===== src/rtl/lcd_mmio_controller_if.sv =====
// CPU-side store/read bus for the memory-mapped LCD controller.
//   wr_en    store strobe, already qualified by the I/O-space decode
//   wr_addr  register select for stores
//   wr_data  store data, bits [7:0] carry the character or command
//   rd_addr  register select for loads
//   rd_data  combinational load data returned by the controller
interface lcd_mmio_controller_if;
   logic        wr_en;
   logic [1:0]  wr_addr;
   logic [31:0] wr_data;
   logic [1:0]  rd_addr;
   logic [31:0] rd_data;

   modport master (
      output wr_en,
      output wr_addr,
      output wr_data,
      output rd_addr,
      input  rd_data
   );

   modport slave (
      input  wr_en,
      input  wr_addr,
      input  wr_data,
      input  rd_addr,
      output rd_data
   );
endinterface


===== src/rtl/lcd_mmio_controller.sv =====
// Memory-mapped HD44780-style LCD controller: CPU stores are queued in a FIFO
// and a timing FSM drives each entry onto the LCD pins with setup, enable
// pulse, hold and execution delays.
//   clk         system clock
//   rst         synchronous active-high reset
//   bus         CPU store/read bus (slave side)
//   lcd_data    LCD data bus (registered)
//   lcd_ctrl    {RS, RW}; RS=1 data, RS=0 command, RW always 0 (registered)
//   lcd_enable  LCD E strobe (registered, glitch-free)
module lcd_mmio_controller #(
   parameter int unsigned DEPTH            = 8,
   parameter int unsigned SETUP_CYCLES     = 2,
   parameter int unsigned PULSE_CYCLES     = 4,
   parameter int unsigned HOLD_CYCLES      = 2,
   parameter int unsigned EXEC_CYCLES      = 50,
   parameter int unsigned LONG_EXEC_CYCLES = 2000
) (
   input  logic                  clk,
   input  logic                  rst,
   lcd_mmio_controller_if.slave  bus,
   output logic [7:0]            lcd_data,
   output logic [1:0]            lcd_ctrl,
   output logic                  lcd_enable
);

   localparam int unsigned PTR_W = (DEPTH > 1) ? $clog2(DEPTH) : 1;
   localparam int unsigned CNT_W = $clog2(DEPTH + 1);

   // The one down-counter must hold the largest load value of any phase.
   localparam int unsigned MAX_A   = (LONG_EXEC_CYCLES > EXEC_CYCLES) ? LONG_EXEC_CYCLES : EXEC_CYCLES;
   localparam int unsigned MAX_B   = (SETUP_CYCLES > PULSE_CYCLES) ? SETUP_CYCLES : PULSE_CYCLES;
   localparam int unsigned MAX_C   = (MAX_B > HOLD_CYCLES) ? MAX_B : HOLD_CYCLES;
   localparam int unsigned TMR_MAX = (MAX_A > MAX_C) ? MAX_A : MAX_C;
   localparam int unsigned TMR_W   = $clog2(TMR_MAX + 1);

   typedef enum logic [2:0] {
      ST_IDLE,
      ST_SETUP,
      ST_PULSE,
      ST_HOLD,
      ST_WAIT
   } state_t;

   // FIFO storage and bookkeeping; entry is {RS, byte}.
   logic [8:0]       mem [DEPTH];
   logic [PTR_W-1:0] wr_ptr_q;
   logic [PTR_W-1:0] rd_ptr_q;
   logic [CNT_W-1:0] count_q;
   logic             ovf_q;

   logic             wr_hit;
   logic             push_req;
   logic             push;
   logic             pop;
   logic             clr_ovf;
   logic             full;
   logic             empty;
   logic [8:0]       head;

   // Timing FSM state.
   state_t           state_q;
   state_t           state_d;
   logic [TMR_W-1:0] tmr_q;
   logic [TMR_W-1:0] tmr_d;
   logic [7:0]       data_d;
   logic [1:0]       ctrl_d;
   logic             en_d;
   logic             tmr_zero;
   logic [TMR_W-1:0] tmr_dec;
   logic             long_cmd;

   logic [3:0]       cnt_sat;
   logic             busy;

   // Upper store bits carry nothing for this peripheral.
   logic             unused_wr_hi;
   assign unused_wr_hi = ^bus.wr_data[31:8];

   // Store decode; stores coinciding with reset are discarded.
   assign wr_hit   = bus.wr_en && !rst;
   assign push_req = wr_hit && !bus.wr_addr[1];
   assign clr_ovf  = wr_hit && (bus.wr_addr == 2'd3);

   // Full is judged on the registered count, so a same-cycle pop cannot rescue a push.
   assign full  = (count_q == CNT_W'(DEPTH));
   assign empty = (count_q == '0);
   assign push  = push_req && !full;
   assign pop   = (state_q == ST_IDLE) && !empty;
   assign head  = mem[rd_ptr_q];

   // FIFO storage write port.
   always_ff @(posedge clk) begin
      if (push) begin
         mem[wr_ptr_q] <= {!bus.wr_addr[0], bus.wr_data[7:0]};
      end
   end

   // FIFO pointers, occupancy and sticky overflow flag.
   always_ff @(posedge clk) begin
      if (rst) begin
         wr_ptr_q <= '0;
         rd_ptr_q <= '0;
         count_q  <= '0;
         ovf_q    <= 1'b0;
      end else begin
         if (push) begin
            wr_ptr_q <= wr_ptr_q + PTR_W'(1);
         end
         if (pop) begin
            rd_ptr_q <= rd_ptr_q + PTR_W'(1);
         end
         case ({push, pop})
            2'b10:   count_q <= count_q + CNT_W'(1);
            2'b01:   count_q <= count_q - CNT_W'(1);
            default: count_q <= count_q;
         endcase
         if (clr_ovf) begin
            ovf_q <= 1'b0;
         end else if (push_req && full) begin
            ovf_q <= 1'b1;
         end
      end
   end

   assign tmr_zero = (tmr_q == '0);
   assign tmr_dec  = tmr_q - TMR_W'(1);

   // Clear (0x01) and return-home (0x02/0x03) commands need the long execution wait.
   assign long_cmd = !lcd_ctrl[1] && (lcd_data[7:2] == 6'd0) && (lcd_data[1:0] != 2'd0);

   // FSM state and pin registers.
   always_ff @(posedge clk) begin
      if (rst) begin
         state_q    <= ST_IDLE;
         tmr_q      <= '0;
         lcd_data   <= 8'd0;
         lcd_ctrl   <= 2'b00;
         lcd_enable <= 1'b0;
      end else begin
         state_q    <= state_d;
         tmr_q      <= tmr_d;
         lcd_data   <= data_d;
         lcd_ctrl   <= ctrl_d;
         lcd_enable <= en_d;
      end
   end

   // Next-state and next-pin logic; enable is only ever high in PULSE.
   always_comb begin
      state_d = state_q;
      tmr_d   = tmr_q;
      data_d  = lcd_data;
      ctrl_d  = lcd_ctrl;
      en_d    = 1'b0;
      case (state_q)
         ST_IDLE: begin
            if (!empty) begin
               data_d  = head[7:0];
               ctrl_d  = {head[8], 1'b0};
               tmr_d   = TMR_W'(SETUP_CYCLES - 1);
               state_d = ST_SETUP;
            end
         end
         ST_SETUP: begin
            if (tmr_zero) begin
               tmr_d   = TMR_W'(PULSE_CYCLES - 1);
               en_d    = 1'b1;
               state_d = ST_PULSE;
            end else begin
               tmr_d = tmr_dec;
            end
         end
         ST_PULSE: begin
            if (tmr_zero) begin
               tmr_d   = TMR_W'(HOLD_CYCLES - 1);
               state_d = ST_HOLD;
            end else begin
               en_d  = 1'b1;
               tmr_d = tmr_dec;
            end
         end
         ST_HOLD: begin
            if (tmr_zero) begin
               tmr_d   = long_cmd ? TMR_W'(LONG_EXEC_CYCLES - 1) : TMR_W'(EXEC_CYCLES - 1);
               state_d = ST_WAIT;
            end else begin
               tmr_d = tmr_dec;
            end
         end
         ST_WAIT: begin
            if (tmr_zero) begin
               state_d = ST_IDLE;
            end else begin
               tmr_d = tmr_dec;
            end
         end
         default: begin
            state_d = ST_IDLE;
            tmr_d   = '0;
         end
      endcase
   end

   // Status register read path.
   assign busy    = (state_q != ST_IDLE) || !empty;
   assign cnt_sat = (32'(count_q) > 32'd15) ? 4'hF : 4'(count_q);

   always_comb begin
      bus.rd_data = 32'd0;
      if (bus.rd_addr == 2'd2) begin
         bus.rd_data[7:0] = {cnt_sat, ovf_q, empty, full, busy};
      end
   end

endmodule


===== src/flat_wrapper.sv =====
// flat-port wrapper written by rule: the top's interface ports become plain ports
module lcd_mmio_controller_flat 
#(
   parameter int unsigned DEPTH            = 8,
   parameter int unsigned SETUP_CYCLES     = 2,
   parameter int unsigned PULSE_CYCLES     = 4,
   parameter int unsigned HOLD_CYCLES      = 2,
   parameter int unsigned EXEC_CYCLES      = 50,
   parameter int unsigned LONG_EXEC_CYCLES = 2000
)
  (clk, rst, lcd_data, lcd_ctrl, lcd_enable, bus_wr_en, bus_wr_addr, bus_wr_data, bus_rd_addr, bus_rd_data);
  lcd_mmio_controller_if bus_i ();
  input  logic clk;
  input  logic rst;
  output logic [7:0] lcd_data;
  output logic [1:0] lcd_ctrl;
  output logic lcd_enable;
  input wire logic [$bits(bus_i.wr_en)-1:0] bus_wr_en;
  input wire logic [$bits(bus_i.wr_addr)-1:0] bus_wr_addr;
  input wire logic [$bits(bus_i.wr_data)-1:0] bus_wr_data;
  input wire logic [$bits(bus_i.rd_addr)-1:0] bus_rd_addr;
  output wire logic [$bits(bus_i.rd_data)-1:0] bus_rd_data;
  assign bus_i.wr_en = bus_wr_en;
  assign bus_i.wr_addr = bus_wr_addr;
  assign bus_i.wr_data = bus_wr_data;
  assign bus_i.rd_addr = bus_rd_addr;
  assign bus_rd_data = bus_i.rd_data;
  lcd_mmio_controller #(.DEPTH(DEPTH), .SETUP_CYCLES(SETUP_CYCLES), .PULSE_CYCLES(PULSE_CYCLES), .HOLD_CYCLES(HOLD_CYCLES), .EXEC_CYCLES(EXEC_CYCLES), .LONG_EXEC_CYCLES(LONG_EXEC_CYCLES)) u_core (.clk(clk), .rst(rst), .bus(bus_i), .lcd_data(lcd_data), .lcd_ctrl(lcd_ctrl), .lcd_enable(lcd_enable));
endmodule

===== config.mk =====
export PLATFORM = sky130hd
export DESIGN_NAME = lcd_mmio_controller_flat
export DESIGN_NICKNAME = d
export VERILOG_FILES = /design/src/rtl/lcd_mmio_controller_if.sv /design/src/rtl/lcd_mmio_controller.sv /design/src/flat_wrapper.sv
export SDC_FILE = /design/constraint.sdc
export NUM_CORES = 1
export LEC_CHECK = 0
export CORE_MARGIN = 5
export CORE_UTILIZATION = 47
export DETAILED_ROUTE_END_ITERATION = 10
export PLACE_DENSITY = 0.79
export RECOVER_POWER = 50
export SYNTH_ARGS = -nofsm -noshare
export SYNTH_HDL_FRONTEND = slang
export SYNTH_SLANG_ARGS = --single-unit

===== constraint.sdc =====
create_clock -name clk -period 3.1 [get_ports clk]
set_clock_uncertainty 0.05 [all_clocks]
set_input_delay 0.31 -clock clk [delete_from_list [all_inputs] [get_ports clk]]
set_output_delay 0.31 -clock clk [all_outputs]
set_load 0.01 [all_outputs]

# ---- Word level (Yosys, flattened, before mapping)
# Memories as Yosys holds them, arrays and structs flattened. A register that Yosys moved wholly into a read port is not among the register bits.
# Cells that the tools add are included.
dict set report op_classes {
  addsub 5
  eq_ne 15
  mux 20
  n_bitwise 1
  n_reduce_logical 26
}
# op count
set op_table {}
lappend op_table {{2-to-1 mux 11 bit} 6}
lappend op_table {{one-hot mux 11 bit (5 select lines)} 1}
lappend op_table {{2-to-1 mux 3 bit} 5}
lappend op_table {{one-hot mux 3 bit (5 select lines)} 1}
lappend op_table {{zero test 11 bit} 1}
lappend op_table {{subtractor 11 x 1 -> 11 bit (second input constant)} 1}
lappend op_table {{logical AND 1 bit} 8}
lappend op_table {{2-to-1 mux 8 bit} 1}
lappend op_table {{inequality test 2 x 1 -> 1 bit (second input constant)} 4}
lappend op_table {{one-hot mux 4 bit (2 select lines)} 1}
lappend op_table {{adder 3 x 1 -> 3 bit (second input constant)} 2}
lappend op_table {{equality test 2 bit (second input constant)} 3}
lappend op_table {{equality test 3 x 2 -> 1 bit (second input constant)} 2}
lappend op_table {{zero test 1 bit} 6}
lappend op_table {{zero test 6 bit} 1}
lappend op_table {{AND reduction 5 bit} 1}
lappend op_table {{adder 4 x 1 -> 4 bit (second input constant)} 1}
lappend op_table {{equality test 4 bit (second input constant)} 1}
lappend op_table {{zero test 4 bit} 1}
lappend op_table {{2-to-1 mux 1 bit} 4}
lappend op_table {{inequality test 2 bit (second input constant)} 2}
lappend op_table {{AND reduction 2 bit} 2}
lappend op_table {{nonzero test 2 bit} 2}
lappend op_table {{subtractor 4 x 1 -> 4 bit (second input constant)} 1}
lappend op_table {{9 further kinds} 9}
dict set report totals {
  register_bits 26
  mem_bits_rw 72
  mem_count 1
}
# memory words width rd rd_clocked_by_memory_dff write_ports line
set memory_table {}
lappend memory_table {u_core.mem 8 9 1 1 1 lcd_mmio_controller.sv:45} ;# logic [8:0] mem [DEPTH];

# ---- Longest topological paths before layout
# Gate-level depths: netlist (run 1).
dict set report logic_depth {
  depth_word 6
  depth_mapped 11
}

# ---- Least setup slack after synthesis (run 1)
# OpenSTA, ideal clock, no wires.
dict set report synth_timing {
  path_kind {register -> register}
  start {reg u_core.state_q[2]}
  end {reg u_core.count_q[3] (netlist: u_core.cnt_sat[3])}
  setup_time_ns 0.071
  arrival_ns 2.663
  required_ns 2.979
  setup_slack_ns 0.316
  stages_incl_launch_ff 12
  path_buffers 2
  synth_period_minus_slack_ns 2.784
  path_cell_list {dfxtp_1 -> clkbuf_1 -> or3_1 -> nor2_1 -> clkbuf_1 -> ha_1 -> ha_1 -> a21o_1 -> a21oi_1 -> xnor2_1 -> or3_1 -> a21oi_1}
}
dict set report synth_between {
  elab_chain_len 4
  word_cells_on_any_way 6
  classes_between {eq/ne (2); mux (1); reduce/logical (3)}
}
# element line
set synth_rtl {}
lappend synth_rtl {{start: declaration} lcd_mmio_controller.sv:61} ;# state_t state_q;
lappend synth_rtl {{start signal: assignment} lcd_mmio_controller.sv:140} ;# state_q <= state_d;
lappend synth_rtl {{zero test 3 bit *} lcd_mmio_controller.sv:88} ;# assign pop = (state_q == ST_IDLE) && !empty;
lappend synth_rtl {{logical AND 1 bit *} lcd_mmio_controller.sv:88}
lappend synth_rtl {{net u_core.pop} lcd_mmio_controller.sv:54} ;# logic pop;
lappend synth_rtl {{equality test 2 x 1 -> 1 bit or equality test 2 bit (tied branches)} lcd_mmio_controller.sv:112} ;# case ({push, pop})
lappend synth_rtl {{one-hot mux 4 bit (2 select lines) or nonzero test 2 bit (tied branches)} n/a}
lappend synth_rtl {{end signal: assignment} lcd_mmio_controller.sv:113} ;# 2'b10: count_q <= count_q + CNT_W'(1);
lappend synth_rtl {{end signal: assignment} lcd_mmio_controller.sv:114} ;# 2'b01: count_q <= count_q - CNT_W'(1);
lappend synth_rtl {{end signal: assignment} lcd_mmio_controller.sv:115} ;# default: count_q <= count_q;
lappend synth_rtl {{end: declaration} lcd_mmio_controller.sv:48} ;# logic [CNT_W-1:0] count_q;
# The timed path passes the listed nets; every way through them passes the cells marked *.
# A chain may end at the register's enable or synchronous reset.

# ---- Final worst setup path (run 1)
dict set report layout_timing {
  start {reg u_core.count_q[0] (netlist: u_core.cnt_sat[0])}
  end {reg u_core.count_q[3] (netlist: u_core.cnt_sat[3])}
}
dict set report layout_between {
  elab_chain_len 5
  word_cells_on_any_way 12
  classes_between {add/sub (2); eq/ne (3); mux (1); reduce/logical (6)}
}
# element line
set layout_rtl {}
lappend layout_rtl {{equality test 4 bit or zero test 4 bit (tied branches)} {lcd_mmio_controller.sv:85, lcd_mmio_controller.sv:86}}
lappend layout_rtl {{zero test 1 bit, on equally long branches} {lcd_mmio_controller.sv:87, lcd_mmio_controller.sv:88}}
lappend layout_rtl {{logical AND 1 bit, on equally long branches} {lcd_mmio_controller.sv:87, lcd_mmio_controller.sv:88}}
lappend layout_rtl {{equality test 2 x 1 -> 1 bit or equality test 2 bit (tied branches)} lcd_mmio_controller.sv:112}
lappend layout_rtl {{one-hot mux 4 bit (2 select lines) or nonzero test 2 bit (tied branches)} n/a}
# Several ways; a longest one is shown, not always the timed one.

==> results of run 1 <==
-- kinds of logic (layout without fill, tap and decap cells) --
family                   Yosys count  in the layout  share of synthesized area, %
XOR/XNOR                           9              9                          1.64
other                              1             25                        0.0780
multiplexers                      28             28                          10.5
flip-flops                       107            107                          59.6
adder cells (fa/ha/maj)            8              8                          2.24
AO/OA/AOI/OAI                     58             58                          8.02
buffers and inverters             49             70                          5.96
AND/OR/NAND/NOR                  111            111                          12.0
-- report_power, final --
part           switching (µW)  internal, µW  leakage [µW]
clock                     510           317      0.000102
sequential                218          1690      0.000934
combinational            1090           829      0.000855
total                    1820          2830       0.00189
-- worst max-delay path: cells and delay by family, from the launching register on --
| kind | cells | cell delay (ns) |
|---|---|---|
| and+or+nand+nor | 3 | 0.99 |
| AOI/OAI and AO/OA | 3 | 0.49 |
| adders and majority gates | 2 | 0.46 |
| DFF | 1 | 0.38 |
| xor gates and xnor gates | 1 | 0.09 |
| buffers and inverters | 1 | 0.08 |
-- sequential cells by signal, indices dropped and copies added, names as in the netlist --
signal	cells
u_core.lcd_data	8
u_core.rd_ptr_q	3
u_core.ovf_q	1
u_core.lcd_enable	1
u_core.wr_ptr_q	3
u_core.tmr_q	11
u_core.cnt_sat	4
u_core.mem	72
u_core.state_q	3
u_core.lcd_ctrl	1
-- through the flow --
| step | setup WS (ns) | cells | power [µW] |
|---|---|---|---|
| after global routing | 0.300 | 552 | 5010 |
| after floorplan | 0.316 | 395 | 3380 |
| after global placement | 0.460 | 536 | 3830 |
| after CTS | 0.470 | 552 | 4740 |
| after detailed placement | 0.386 | 536 | 3900 |
| final | 0.497 | 552 | 4650 |
-- area by class of cell --
cell class                      instances  share of cell area [%]
Clock inverter                          7                    1.39
Tap cell                              136                    3.15
Sequential cell                       107                    53.0
Multi-Input combinational cell        239                    32.0
Clock buffer                            9                    2.29
Timing Repair Buffer                   44                    7.46
Inverter                               10                   0.695
-- per-layer routing --
layer	vias up	part of all wire, %	wire length [µm]
met4	0	1.2	109
met1	1455	44	3860
met3	14	5.1	450
met2	79	50	4420
li1	1424	-	-
met5	-	0	0
-- path summary, 6_finish.rpt --
check / from / endpoint / slack, ns
max: u_core.cnt_sat[0] / u_core.cnt_sat[3] / 0.50
min: u_core.wr_ptr_q[0] / u_core.wr_ptr_q[0] / 0.46
max reg2reg: u_core.cnt_sat[0] / u_core.cnt_sat[3] / 0.50
min reg2reg: u_core.wr_ptr_q[0] / u_core.wr_ptr_q[0] / 0.46
-- synthesized netlist by cell type (3+ instances only) --
cell type | count | area (µm²)
nand2b_1 | 5 | 31.3
xor2_1 | 6 | 52.6
nor2_1 | 43 | 161
nand3_1 | 6 | 30.0
or3_1 | 4 | 25.0
a22o_1 | 6 | 52.6
clkbuf_1 | 7 | 26.3
o211ai_1 | 3 | 22.5
buf_4 | 26 | 195
and2_1 | 4 | 25.0
nand2_1 | 22 | 82.6
buf_2 | 4 | 20.0
xnor2_1 | 3 | 26.3
o21ai_0 | 8 | 40.0
edfxtp_1 | 72 | 2160
a211oi_1 | 10 | 75.1
o21ai_1 | 6 | 30.0
dfxtp_1 | 35 | 701
inv_1 | 7 | 26.3
ha_1 | 7 | 87.6
mux4_2 | 18 | 405
nor3_1 | 9 | 45.0
mux2i_1 | 10 | 100
a21oi_1 | 12 | 60.1
==> out/results.tsv, run 1 <==
metric	value	unit
outcome	finished clean	
antenna_cells	0	
io_pins	82	
nets	458	
wl	8.84	mm
design_area	5400	µm²
finish.utilization	53.3	%
viasPerCell	5.38	
ys_ff_latch	107	
wl_per_cell	16.0	µm
grt_max_degree	29	
register_area	2860	µm²
postCtsHoldBufs	0	
fp.dieArea	12300	µm²
hold_class	reg -> reg	
numCtsBuffers	9	
num-fill-cells	851	
post-dp-hpwl	6.08	mm
die_y	111	µm
drtIter0Drc	247	
vdd_ir_drop_max	0.381	mV
worst_pin_slew	0.947	ns
holdPathStages	2	
min_period	2.60	ns
syn-cell-area	4810	µm²
async_flop_share	0	%
tritoncts	done	
critPathMaxFanout	6	
powerDensity	860	nW/µm²
timing.fmax	384	MHz
post_cts_resized	0	
synth_area_per_cell	13.0	µm²
crit_chain	nor4b_1 -> and3b_1 -> inv_2 -> ha_1 -> ha_1 -> a21o_1 -> a21oi_1 -> xnor2_1 -> or3_1 -> a21oi_1	
portBuffers	32	
insertion_delay	0.38	ns
use_met3	3.77	%
core	10100	µm²
critPathSlowestCell	dfxtp_1	
rsz0062_at_grt	false	
clk_pin_slew	0.10	ns
slew_violations	0	
cap_violations	0	
hold_viol	0	
cts_sinks	107	
ff2ff_path_depth	10	
dr.pass1.iters	4	
postPlaceCellArea	5230	µm²
start_util	47.4	%
required	3.36	ns
start_kind	flop	
grt_pass1_wl	14.8	mm
drt.antenna.violating_nets	0	
final_cell_mix	edfxtp_1, nor2_1, dfxtp_1	
routabilityCongestion	0.800	
relSlewSlack	36.8	%
min_period_over_period	84.0	%
fp.dieW	111	µm
ys_seq_area_share	59.6	%
grt_use_total	15.1	%
post-cts-setup-buffers	0	
layout_commonest_cell	edfxtp_1	
multi_input_area	1730	µm²
tns	0	ns
drc	0	
timing.hold.ws	0.463	ns
overflow	0	
gr-max-usage-layer	met2	
synth_warnings	0	
path_class	reg -> reg	
slowest_delay	0.38	ns
synth_flop_cell	edfxtp_1	
clockBufferDepth	2	
grtUsageMet2	25.5	%
drive_gt1_share	12.7	%
yosysUniqueCellTypes	54	
rows	37	
synthToLayoutAreaGrowth	12.4	%
synth_edf_count	72	
htree_levels	3	
clockRootBuffer	clkbuf_8	
leakage	0.00189	µW
syn-instance-count	371	
endpoint_kind	flop	
use_met1	19.2	%
first_global_vias	2950	
grt_antenna_before_repair	0	
dr_total_vias	2972	
arrival	2.86	ns
setup_violations	0	
(Power assumes the default switching activity.)
==> inputs of run 2 (changes only) <==
Clock period 3.1 ns to 2.7 ns, I/O delays scaled along.
==> run 2 against run 1 <==
Effect of this change: flip-flop and latch count unchanged; power increased by 16%; worst hold slack improved by 0.0036 ns; sequential power increased by 13%; core utilization increased by 0.58 points; die area unchanged; clock power increased by 14%; register-to-register slack got worse by 0.33 ns; final area increased by 1.1%; clock-buffer cell count increased by 1.
==> out/results.tsv, run 2 (synthesized netlist as in run 1, its figures left out) <==
metric	value	unit	change
outcome	finished clean		
slew_violations	0		unchanged
portBuffers	32		unchanged
ff2ff_path_depth	10		unchanged
num-fill-cells	822		-3.4%
leakage	0.00192	µW	+1.8%
multi_input_area	1750	µm²	+1.2%
vdd_ir_drop_max	0.392	mV	+3.0%
holdPathStages	2		unchanged
powerDensity	986	nW/µm²	+15%
start_util	47.4	%	unchanged
critPathMaxFanout	6		unchanged
rows	37		unchanged
wl_per_cell	16.1	µm	+0.34%
numCtsBuffers	9		unchanged
timing.fmax	394	MHz	+2.6%
htree_levels	3		unchanged
drt.antenna.violating_nets	0		unchanged
fp.dieArea	12300	µm²	unchanged
routabilityCongestion	0.834		+4.3%
placedCellCount	541		+0.93%
fp.dieW	111	µm	unchanged
reg.largest.list	u_core.mem: 72 flops, u_core.tmr_q: 11 flops, u_core.lcd_data: 8 flops		
largest_reg_flops	72		unchanged
worst_pin_slew	0.853	ns	-0.0947 ns
clockRootBuffer	clkbuf_8		
antenna_cells	0		unchanged
clk_pin_slew	0.11	ns	about the same
synthToLayoutAreaGrowth	13.7	%	
cap_violations	0		unchanged
post_cts_resized	0		unchanged
relSlewSlack	43.2	%	+6.4 points
start_kind	flop		
core	10100	µm²	unchanged
hold_class	reg -> reg		
drive_gt1_share	14.0	%	+1.3 points
post-dp-hpwl	6.14	mm	+0.87%
layout_commonest_cell	edfxtp_1		
arrival	2.79	ns	-0.07 ns
top_register	u_core.mem		
final_cell_mix	edfxtp_1, nor2_1, dfxtp_1		
tns	0	ns	unchanged
post-cts-setup-buffers	0		unchanged
setup_violations	0		unchanged
io_pins	82		unchanged
path_class	reg -> reg		
cts_sinks	107		unchanged
viasPerCell	5.35		-0.63%
grt_use_total	15.3	%	+0.20 points
grt_antenna_before_repair	0		unchanged
die_y	111	µm	unchanged
dr_total_vias	2980		+0.27%
nets	463		+1.1%
overflow	0		unchanged
grt_pass1_wl	14.9	mm	+0.79%
dr.pass1.iters	4		unchanged
endpoint_kind	flop		
tritoncts	done		
grt_max_degree	29		unchanged
min_period_over_period	94.0	%	+10 points
first_global_vias	2996		+1.6%
insertion_delay	0.37	ns	about the same
wl	8.95	mm	+1.2%
postCtsHoldBufs	0		unchanged
min_period	2.54	ns	-0.0658 ns
register_area	2860	µm²	unchanged
rsz0062_at_grt	false		
drc	0		unchanged
hold_viol	0		unchanged
required	2.95	ns	-0.41 ns
fin_cells	557		+0.91%
drtIter0Drc	222		-10%
clockBufferDepth	2		unchanged
==> run 2: power breakdown <==
part           switching (µW)  internal [µW]  leakage, µW  total (µW)
registers                 203           1940     0.000934        2140
clock network             576            366    0.0000960         941
logic                    1310            992     0.000894        2300
==> run 2: path summary, 6_finish.rpt <==
kind	start	endpoint	slack, ns
worst min-delay path	u_core.lcd_data[1]	u_core.lcd_data[1]	0.47
worst max register to register	u_core.cnt_sat[0]	u_core.cnt_sat[3]	0.16
worst max-delay path	u_core.cnt_sat[0]	u_core.cnt_sat[3]	0.16
worst min register to register	u_core.lcd_data[1]	u_core.lcd_data[1]	0.47
==> run 2: per-layer routing <==
layer / vias to the layer above / share of wire [%] / track usage (%)
li1: 1423 / - / -
met1: 1442 / 39 / 17.7
met2: 100 / 53 / 27.3
met3: 15 / 6.0 / 3.93
met4: 0 / 1.9 / 5.43
met5: - / 0 / 0
==> run 2: layout make-up <==
| class | count | area share (%) |
|---|---|---|
| sequential | 107 | 52.4 |
| clock buffer | 10 | 2.34 |
| inverter | 10 | 0.687 |
| clock inverter | 6 | 1.31 |
| tap | 136 | 3.11 |
| timing repair buffer | 49 | 8.06 |
| multi-input combinational | 239 | 32.1 |
==> run 2: critical path, stage by stage, from the launching register on <==
cell,delay [ns]
dfxtp_1,0.40
nor4b_2,0.39
and3b_1,0.25
inv_2,0.06
ha_1,0.20
ha_1,0.25
a21o_1,0.17
a21oi_1,0.16
xnor2_1,0.09
or3_1,0.30
a21oi_1,0.13
==> run 2: through the flow <==
stage	power [µW]	setup slack (ns)	hold slack [ns]	utilization, %	instance area (µm²)
floorplan	3890	0.0196	0.319	-	4900
global placement	4420	0.193	0.434	51.9	5270
detailed placement	4490	0.0913	0.438	51.9	5270
CTS	5450	0.0606	0.470	53.9	5460
global route	5820	0.0655	0.498	53.9	5460
finish	5380	0.163	0.467	53.9	5460
==> inputs of run 3 (changes only) <==
Settings changed: ABC_AREA from default to 0.
==> results of run 3 <==
No change in the layout: final DEF, timing and power equal those of run 2.
